==> src/rtl/ahb_dma_master.sv <==
// -----------------------------------------------------------------------------
// ahb_dma_master
// Single-channel, word-wise memory-to-memory DMA engine acting as an AHB-lite
// initiator. Each word is moved with one non-pipelined read (address phase,
// then data phase) followed by one write (address phase, then data phase).
// Every bus-facing output and every status output comes straight from a flop.
//
// Optional build macro:
//   AHB_DMA_SRC_FIXED_EN - adds the src_fixed input. When src_fixed is latched
//                          as 1 at start, the source address is not advanced,
//                          so a peripheral FIFO can be drained.
//
// Ports:
//   HCLK, HRESETn        clock, asynchronous active-low reset
//   HADDR/HTRANS/HWRITE  master address-phase signals (IDLE or NONSEQ only)
//   HSIZE                constant word size (3'b010)
//   HWDATA               write data, held for the whole write data phase
//   HREADY/HRDATA/HRESP  slave response from the bus mux
//   start                one-cycle pulse; latches src/dst/count when idle
//   abort                level; honoured when a word's write completes
//   src_addr, dst_addr   word-aligned byte addresses (low bits ignored)
//   count                number of words to move
//   src_fixed            (optional) keep the source address constant
//   busy                 transfer in progress
//   done                 one-cycle pulse at completion, abort or error
//   err                  sticky bus-error flag, cleared by an accepted start
//   irq                  level interrupt, set with done, cleared by start
// -----------------------------------------------------------------------------
module ahb_dma_master #(
  parameter int CNT_W = 16
) (
  input  logic             HCLK,
  input  logic             HRESETn,
  output logic [31:0]      HADDR,
  output logic [1:0]       HTRANS,
  output logic             HWRITE,
  output logic [2:0]       HSIZE,
  output logic [31:0]      HWDATA,
  input  logic             HREADY,
  input  logic [31:0]      HRDATA,
  input  logic             HRESP,
  input  logic             start,
  input  logic             abort,
  input  logic [31:0]      src_addr,
  input  logic [31:0]      dst_addr,
  input  logic [CNT_W-1:0] count,
`ifdef AHB_DMA_SRC_FIXED_EN
  input  logic             src_fixed,
`endif
  output logic             busy,
  output logic             done,
  output logic             err,
  output logic             irq
);

  typedef enum logic [2:0] {
    ST_IDLE,
    ST_RA,
    ST_RD,
    ST_WA,
    ST_WD
  } state_e;

  localparam logic [1:0] TR_IDLE   = 2'b00;
  localparam logic [1:0] TR_NONSEQ = 2'b10;

  state_e           state_q, state_d;
  logic [31:0]      src_q, src_d;
  logic [31:0]      dst_q, dst_d;
  logic [CNT_W-1:0] rem_q, rem_d;
  logic [31:0]      haddr_q, haddr_d;
  logic [31:0]      hwdata_q, hwdata_d;
  logic [1:0]       htrans_q, htrans_d;
  logic             hwrite_q, hwrite_d;
  logic             busy_q, busy_d;
  logic             done_q, done_d;
  logic             err_q, err_d;
  logic             irq_q, irq_d;
  logic             fixed_q, fixed_d;
  logic             finish;

  // Address bits [1:0] are deliberately discarded (word transfers only).
  logic unused_addr_bits;
  assign unused_addr_bits = ^{src_addr[1:0], dst_addr[1:0]};

  always_comb begin
    state_d  = state_q;
    src_d    = src_q;
    dst_d    = dst_q;
    rem_d    = rem_q;
    hwdata_d = hwdata_q;
    err_d    = err_q;
    irq_d    = irq_q;
    fixed_d  = fixed_q;
    done_d   = 1'b0;
    finish   = 1'b0;

    case (state_q)
      ST_IDLE: begin
        if (start) begin
          src_d = {src_addr[31:2], 2'b00};
          dst_d = {dst_addr[31:2], 2'b00};
          rem_d = count;
          err_d = 1'b0;
          irq_d = 1'b0;
`ifdef AHB_DMA_SRC_FIXED_EN
          fixed_d = src_fixed;
`else
          fixed_d = 1'b0;
`endif
          if (count == '0) finish = 1'b1;
          else             state_d = ST_RA;
        end
      end
      ST_RA: begin
        if (HREADY) state_d = ST_RD;
      end
      ST_RD: begin
        // HRESP with HREADY low is the first cycle of an ERROR response:
        // wait for its second cycle before leaving the data phase.
        if (HREADY) begin
          if (HRESP) begin
            err_d  = 1'b1;
            finish = 1'b1;
          end else begin
            hwdata_d = HRDATA;
            state_d  = ST_WA;
          end
        end
      end
      ST_WA: begin
        if (HREADY) state_d = ST_WD;
      end
      ST_WD: begin
        if (HREADY) begin
          if (HRESP) begin
            err_d  = 1'b1;
            finish = 1'b1;
          end else begin
            src_d = fixed_q ? src_q : src_q + 32'd4;
            dst_d = dst_q + 32'd4;
            rem_d = rem_q - CNT_W'(1);
            if (rem_q == CNT_W'(1) || abort) finish = 1'b1;
            else                              state_d = ST_RA;
          end
        end
      end
      default: state_d = ST_IDLE;
    endcase

    if (finish) begin
      state_d = ST_IDLE;
      done_d  = 1'b1;
      irq_d   = 1'b1;
    end

    // Outputs are a function of the state being entered, so they are
    // registered yet line up with the state they describe.
    htrans_d = (state_d == ST_RA || state_d == ST_WA) ? TR_NONSEQ : TR_IDLE;
    hwrite_d = (state_d == ST_WA);
    haddr_d  = haddr_q;
    if (state_d == ST_RA)      haddr_d = src_d;
    else if (state_d == ST_WA) haddr_d = dst_d;
    busy_d = (state_d != ST_IDLE);
  end

  always_ff @(posedge HCLK or negedge HRESETn) begin
    if (!HRESETn) begin
      state_q  <= ST_IDLE;
      src_q    <= '0;
      dst_q    <= '0;
      rem_q    <= '0;
      haddr_q  <= '0;
      hwdata_q <= '0;
      htrans_q <= TR_IDLE;
      hwrite_q <= 1'b0;
      busy_q   <= 1'b0;
      done_q   <= 1'b0;
      err_q    <= 1'b0;
      irq_q    <= 1'b0;
      fixed_q  <= 1'b0;
    end else begin
      state_q  <= state_d;
      src_q    <= src_d;
      dst_q    <= dst_d;
      rem_q    <= rem_d;
      haddr_q  <= haddr_d;
      hwdata_q <= hwdata_d;
      htrans_q <= htrans_d;
      hwrite_q <= hwrite_d;
      busy_q   <= busy_d;
      done_q   <= done_d;
      err_q    <= err_d;
      irq_q    <= irq_d;
      fixed_q  <= fixed_d;
    end
  end

  assign HADDR  = haddr_q;
  assign HTRANS = htrans_q;
  assign HWRITE = hwrite_q;
  assign HSIZE  = 3'b010;
  assign HWDATA = hwdata_q;
  assign busy   = busy_q;
  assign done   = done_q;
  assign err    = err_q;
  assign irq    = irq_q;

endmodule

==> config.mk <==
export PLATFORM = sky130hd
export DESIGN_NAME = ahb_dma_master
export DESIGN_NICKNAME = d
export VERILOG_FILES = /design/src/rtl/ahb_dma_master.sv
export SDC_FILE = /design/constraint.sdc
export NUM_CORES = 1
export LEC_CHECK = 0
export CAP_MARGIN = 5
export CORE_AREA = 3 3 130 194
export CTS_CLUSTER_SIZE = 24
export DETAILED_ROUTE_END_ITERATION = 8
export DIE_AREA = 0 0 133 197
export SETUP_SLACK_MARGIN = 0.5
export SLEW_MARGIN = 0
export SYNTH_ARGS = -nofsm -noshare
export SYNTH_HDL_FRONTEND = slang
export SYNTH_SLANG_ARGS = --single-unit
==> constraint.sdc <==
create_clock -name HCLK -period 2.3 [get_ports HCLK]
set_input_delay 0.23 -clock HCLK [delete_from_list [all_inputs] [get_ports HCLK]]
set_output_delay 0.23 -clock HCLK [all_outputs]
set_load 0.01 [all_outputs]
==> impl_metrics.json, run 1 <==
{
  "status": "completed",
  "synth_warnings": 0,
  "clock_sinks": 153,
  "postSynthCellCount": 893,
  "setup_violations": 0,
  "power.switching_mw": 7.54,
  "synth_common_cells": "153 x dfrtp_1, 89 x nor2_1, 83 x a21oi_1",
  "dpl_cell_area_um2": 11300,
  "rsz0062_at_grt": "true",
  "avgSynthCellArea_um2": 9.23,
  "ir_drop_mv": 0.679,
  "synth_top_area_share_pct": 46.5,
  "vias_per_cell": 5.66,
  "die-area_um2": 26200,
  "hpwlAfterDp_um": 21500,
  "p_comb_share_pct": 55.7,
  "dp_cells": 1459,
  "rows": 69,
  "grt_pass1_wl_um": 47800,
  "cp_common_cell": "buf_4",
  "layout.nets": 1370,
  "htree_num_levels": 4,
  "path_cells": "nand4_1 > buf_4 > or3_4 > nor4_1 > o22ai_2 > a21oi_2 > buf_4 > a21oi_1",
  "slew_headroom_pct": 64.5,
  "max_slew.worst_pin.slew_ns": 0.532,
  "vias": 8937,
  "drt_wl_total_um": 32400,
  "clk_pin_slew_ns": 0.06,
  "switching_share_pct": 40.5,
  "path_class": "reg -> reg",
  "portBuffers": 183,
  "fin_cells": 1580,
  "n_fill_cell": 2054,
  "ys_ff_latch": 153,
  "start_util_pct": 34.7,
  "overflow": 0,
  "antenna_found_initial": 0,
  "cp-end-kind": "register",
  "power.internal_mw": 11.1,
  "grt_max_degree": 54,
  "power_mw": 18.6,
  "crit_path_top_delay_cell": "dfrtp_1",
  "max_freq_ghz": 0.466,
  "synth_edf_count": 0,
  "critPathLaunchType": "register",
  "fin_skew_ns": 0.0105,
  "synth_largest_area_cell": "dfrtp_1",
  "fin_crit_sh_pct": 93.2,
  "clk_path_buf_depth": 2,
  "grt_pass1_vias": 8752,
  "pre_cts_ws_ns": -0.215,
  "cp_max_fo": 3,
  "clk_latency_ns": 0.43,
  "drtPass1Iterations": 6,
  "io_pins": 192,
  "grt_usage_pct": 23.2,
  "setup_slack_ns": 0.156,
  "hold_class": "in -> async",
  "p_leak_nw": 5.67,
  "final_hold_viol_count": 0,
  "core_um2": 23700,
  "drt_iter0_markers": 663,
  "cts_tree": "built",
  "synthDistinctLibCells": 65,
  "seqPwrFrac_pct": 27.8,
  "wl_per_cell_um": 20.5,
  "crit_path_max_incr_delay_ns": 0.39,
  "drv_slew": 0,
  "cts-buffers-inserted": 17,
  "drive_above_1_share_pct": 34.6,
  "finish.utilization_pct": 57.7,
  "ant_nets": 0,
  "areaGrowthSynthToFinish_pct": 66.1,
  "cp.required_ns": 2.61,
  "p_per_area_nw_per_um2": 1360,
  "place.gp.congestion": 0.880,
  "syn_area_um2": 8240,
  "synth-main-ff-cell": "dfrtp_1",
  "clockRootBuffer": "clkbuf_16",
  "cp.arrival_ns": 2.46,
  "diodes": 0,
  "route.detailed.drc": 0,
  "synthTopCellsByArea": "dfrtp_1 46%, mux2_2 5.1%, a21oi_1 5.0%",
  "fin_hold_ws_ns": 0.306,
  "dieHeight_um": 197,
  "fin_crit_ns": 2.14,
  "fin_area_um2": 13700,
  "seq_area_frac_synth_pct": 46.5,
  "drv_cap": 0,
  "synth_most_common_cell": "dfrtp_1",
  "async_flop_share_pct": 100,
  "setup_tns_ns": 0,
  "die_w_um": 133,
  "clockPowerShare_pct": 16.5
}
## kinds of logic (layout without fill, tap and decap cells)
kind of cell,after synthesis,in the layout,share of synthesized area [%]
AO/OA/AOI/OAI,261,261,20.0
XOR/XNOR,7,7,0.744
adder cells (fa/ha/maj),4,4,0.607
buffers and inverters,80,446,4.15
flip-flops,153,153,46.5
multiplexers,56,56,7.36
other,2,4,0.0911
AND/OR/NAND/NOR,330,330,20.6
## per-layer routing
layer  up-vias  routed length [µm]  GRT usage [%]
li1       4046                   -              -
met1      4422               11800           26.0
met2       371               17100           41.7
met3        98                1910           4.57
met4         0                1590           11.7
met5         -                   0              0
## layout by cell type, fill, tap and decap left out, types with 9 or more instances in the layout
master	instances
a21oi_1	58
a21oi_2	23
a22oi_1	24
a31oi_1	16
and2_1	13
buf_12	11
buf_4	159
buf_6	41
clkbuf_16	20
clkdlybuf4s50_1	182
dfrtp_1	148
mux2_2	33
mux2i_1	19
nand2_1	68
nand3_1	25
nand3_2	9
nand4_1	25
nor2_1	63
nor2_2	13
nor2_4	13
o21ai_0	20
o21ai_1	19
o22ai_1	26
## power groups by stage
stage	logic (mW)	clock network, mW	registers (mW)
floorplan	4.11	0	5.16
global placement	8.02	0	5.07
detailed placement	8.12	0	5.10
CTS	9.13	3.11	5.07
global route	11.1	3.23	5.33
finish	10.4	3.06	5.17
## sequential cells by signal, indices dropped and copies added, names as in the netlist
name and count:
irq 1, HWDATA 32, HWRITE 1, rem_q 16
HADDR 32, err 1, busy 1, HTRANS 1
src_q 32, state_q 3, done 1, dst_q 32
## cell type report
cell class,count,area (µm²),area share [%]
Multi-Input combinational cell,662,4890,35.7
Timing Repair Buffer,402,3870,28.3
Inverter,12,51.3,0.375
Clock inverter,11,169,1.23
Sequential cell,153,3830,28.0
Tap cell,319,399,2.92
Clock buffer,21,470,3.44
## worst paths after layout
check                                    start  slack (ns)  depth (start not counted)               endpoint
setup / recovery           src_q[12]$_DFF_PN0_        0.16                          8  HADDR[26]$_DFFE_PN0P_
min in group HCLK                 dst_addr[18]        0.39                          3    dst_q[18]$_DFF_PN0_
hold reg to reg                irq$_DFFE_PN0P_        0.49                          1        irq$_DFFE_PN0P_
hold / removal                         HRESETn        0.31                          2   rem_q[7]$_DFFE_PN0P_
setup reg to reg           src_q[12]$_DFF_PN0_        0.16                          8  HADDR[26]$_DFFE_PN0P_
max in group asynchronous              HRESETn        1.27                          3     dst_q[5]$_DFF_PN0_
## critical path, delay by kind of cell, from the launching register on
family / cells / cell delay (ns)
flip-flops: 1 / 0.39
AO/OA/AOI/OAI: 3 / 0.38
AND/OR/NAND/NOR: 3 / 0.91
buffers and inverters: 2 / 0.35
## timing repair
item                       CTS  global route
hold buffers                 1             0
buffers inserted            54            27
gates resized for setup    103           146
setup endpoints to repair  123            94
cloned                       3             4
hold endpoints to repair    47             0
pin swaps                   38            59
Note: power is estimated with default switching activity, not from simulation.
==> inputs of run 2 (changes only) <==
==> constraint.sdc (replaced) <==
create_clock -name HCLK -period 2.3 [get_ports HCLK]
set_input_delay 0.46 -clock HCLK [delete_from_list [all_inputs] [get_ports HCLK]]
set_output_delay 0.46 -clock HCLK [all_outputs]
set_load 0.01 [all_outputs]
==> run 2 against run 1 <==
Maximum frequency is 1.2% lower. Sequential power is 1% higher. Count of clock-buffer cells in the layout is 1 lower. Wire length is 0.73% higher. Largest power group unchanged.
==> impl_metrics.json, run 2 (synthesized netlist as in run 1, its figures left out) <==
{
  "status": "completed",
  "clk_pin_slew_ns": 0.07,
  "cts_tree": "built",
  "final_hold_viol_count": 0,
  "die-area_um2": 26200,
  "wl_per_cell_um": 20.3,
  "cp-end-kind": "register",
  "fin_area_um2": 14000,
  "slew_headroom_pct": 65.4,
  "clockRootBuffer": "clkbuf_16",
  "diodes": 0,
  "max_freq_ghz": 0.461,
  "areaGrowthSynthToFinish_pct": 70.1,
  "dieHeight_um": 197,
  "ant_nets": 0,
  "hold_class": "in -> reg",
  "drive_above_1_share_pct": 38.4,
  "layout_common_cells": "192 x buf_4, 144 x dfrtp_1, 98 x clkdlybuf4s50_1",
  "dpl_cell_area_um2": 11600,
  "rows": 69,
  "fin_crit_sh_pct": 94.4,
  "overflow": 0,
  "fin_hold_ws_ns": 0.489,
  "rsz0062_at_grt": "true",
  "drt_wl_total_um": 32600,
  "hpwlAfterDp_um": 21600,
  "setup_violations": 0,
  "cts-buffers-inserted": 17,
  "place.gp.congestion": 0.925,
  "fin_crit_ns": 2.17,
  "clock_sinks": 153,
  "cp.required_ns": 2.61,
  "start_util_pct": 34.7,
  "portBuffers": 183,
  "clk_path_buf_depth": 2,
  "cp_max_fo": 7,
  "p_per_area_nw_per_um2": 1320,
  "antenna_found_initial": 0,
  "io_pins": 192,
  "vias_per_cell": 5.59,
  "p_leak_nw": 6.12,
  "grt_max_degree": 55,
  "grt_usage_pct": 23.4,
  "critPathLaunchType": "register",
  "n_fill_cell": 2001,
  "power_mw": 18.5,
  "grt_pass1_vias": 9124,
  "max_slew.worst_pin.slew_ns": 0.519,
  "clk_latency_ns": 0.43,
  "final_common_cell": "buf_4",
  "grt_pass1_wl_um": 48400,
  "vias": 9002,
  "route.detailed.drc": 0,
  "drv_slew": 0,
  "cp.arrival_ns": 2.48,
  "drtPass1Iterations": 7,
  "fin_skew_ns": 0.00847,
  "drv_cap": 0,
  "layout.nets": 1399,
  "htree_num_levels": 4,
  "drt_iter0_markers": 668,
  "ir_drop_mv": 0.862,
  "path_class": "reg -> reg",
  "core_um2": 23700,
  "die_w_um": 133
}
==> run 2: cell types whose count changed in the layout (fill, tap and decap cells not counted), moves of 5 or more <==
cell,delta
buf_4,+33
nor4_2,+5
mux2_4,+8
nor2_2,+8
mux2_2,-8
dlymetal6s2s_1,+16
dlygate4sd2_1,+67
inv_6,+5
buf_6,-5
clkdlybuf4s50_1,-84
==> run 2: timing repair <==
action | 4_1_cts | 5_1_grt
setup buffers | 67 | 27
hold buffers | 1 | 0
pin swaps | 48 | 66
resized for setup | 196 | 138
gates cloned | 3 | 5
hold endpoints to repair | 47 | 0
setup endpoints to repair | 185 | 134
==> run 2: through the flow <==
stage	utilization [%]	std cells	TNS (ns)	worst slack, ns
finish	59.1	1609	0	0.129
floorplan	-	895	0	0.0650
global placement	48.7	1474	-29.84	-0.575
global route	59.1	1609	0	0.0532
detailed placement	48.7	1474	-32.42	-0.599
CTS	55.6	1577	0	0.158
==> run 2: worst paths after layout <==
path                                  startpoint               endpoint  slack [ns]  depth (start not counted)
min in group asynchronous                HRESETn   rem_q[4]$_DFFE_PN0P_        0.53                          2
hold reg to reg                  irq$_DFFE_PN0P_        irq$_DFFE_PN0P_        0.50                          1
setup / recovery           rem_q[12]$_DFFE_PN0P_  HADDR[21]$_DFFE_PN0P_        0.13                          8
setup reg to reg           rem_q[12]$_DFFE_PN0P_  HADDR[21]$_DFFE_PN0P_        0.13                          8
max in group asynchronous                HRESETn    src_q[20]$_DFF_PN0_        1.01                          3
hold / removal                         count[11]  rem_q[11]$_DFFE_PN0P_        0.49                          4
==> run 2: final cells by class <==
class                   instances  area, µm²  share of cell area, %
repair buffers                431       4070                   29.0
clock buffers                  20        467                   3.33
inverters                      12       50.0                  0.357
flip-flops and latches        153       3840                   27.4
clock inverters                12        160                   1.14
multi-input cells             662       5040                   35.9
well taps                     319        399                   2.85
==> run 2: power breakdown <==
part	internal (mW)	switching [mW]	leakage, nW	total [mW]
combinational	5.08	5.20	4.02	10.3
sequential	4.00	1.22	1.79	5.22
clock	1.81	1.21	0.308	3.03
==> run 2: worst max-delay path: stages (launching register included) <==
cell and delay, ns:
dfrtp_1 0.39, or3_4 0.41, nor4bb_4 0.35, a31oi_4 0.17, a21o_4 0.26, buf_6 0.14, clkbuf_16 0.17, nor2_1 0.11
a21oi_2 0.04
==> run 2: layer usage <==
layer	track usage, %	vias to the layer above	part of all wire (%)
li1	-	4106	-
met4	12.2	0	4.3
met5	0	-	0
met1	26.6	4476	38
met2	41.8	339	53
met3	3.98	81	4.6
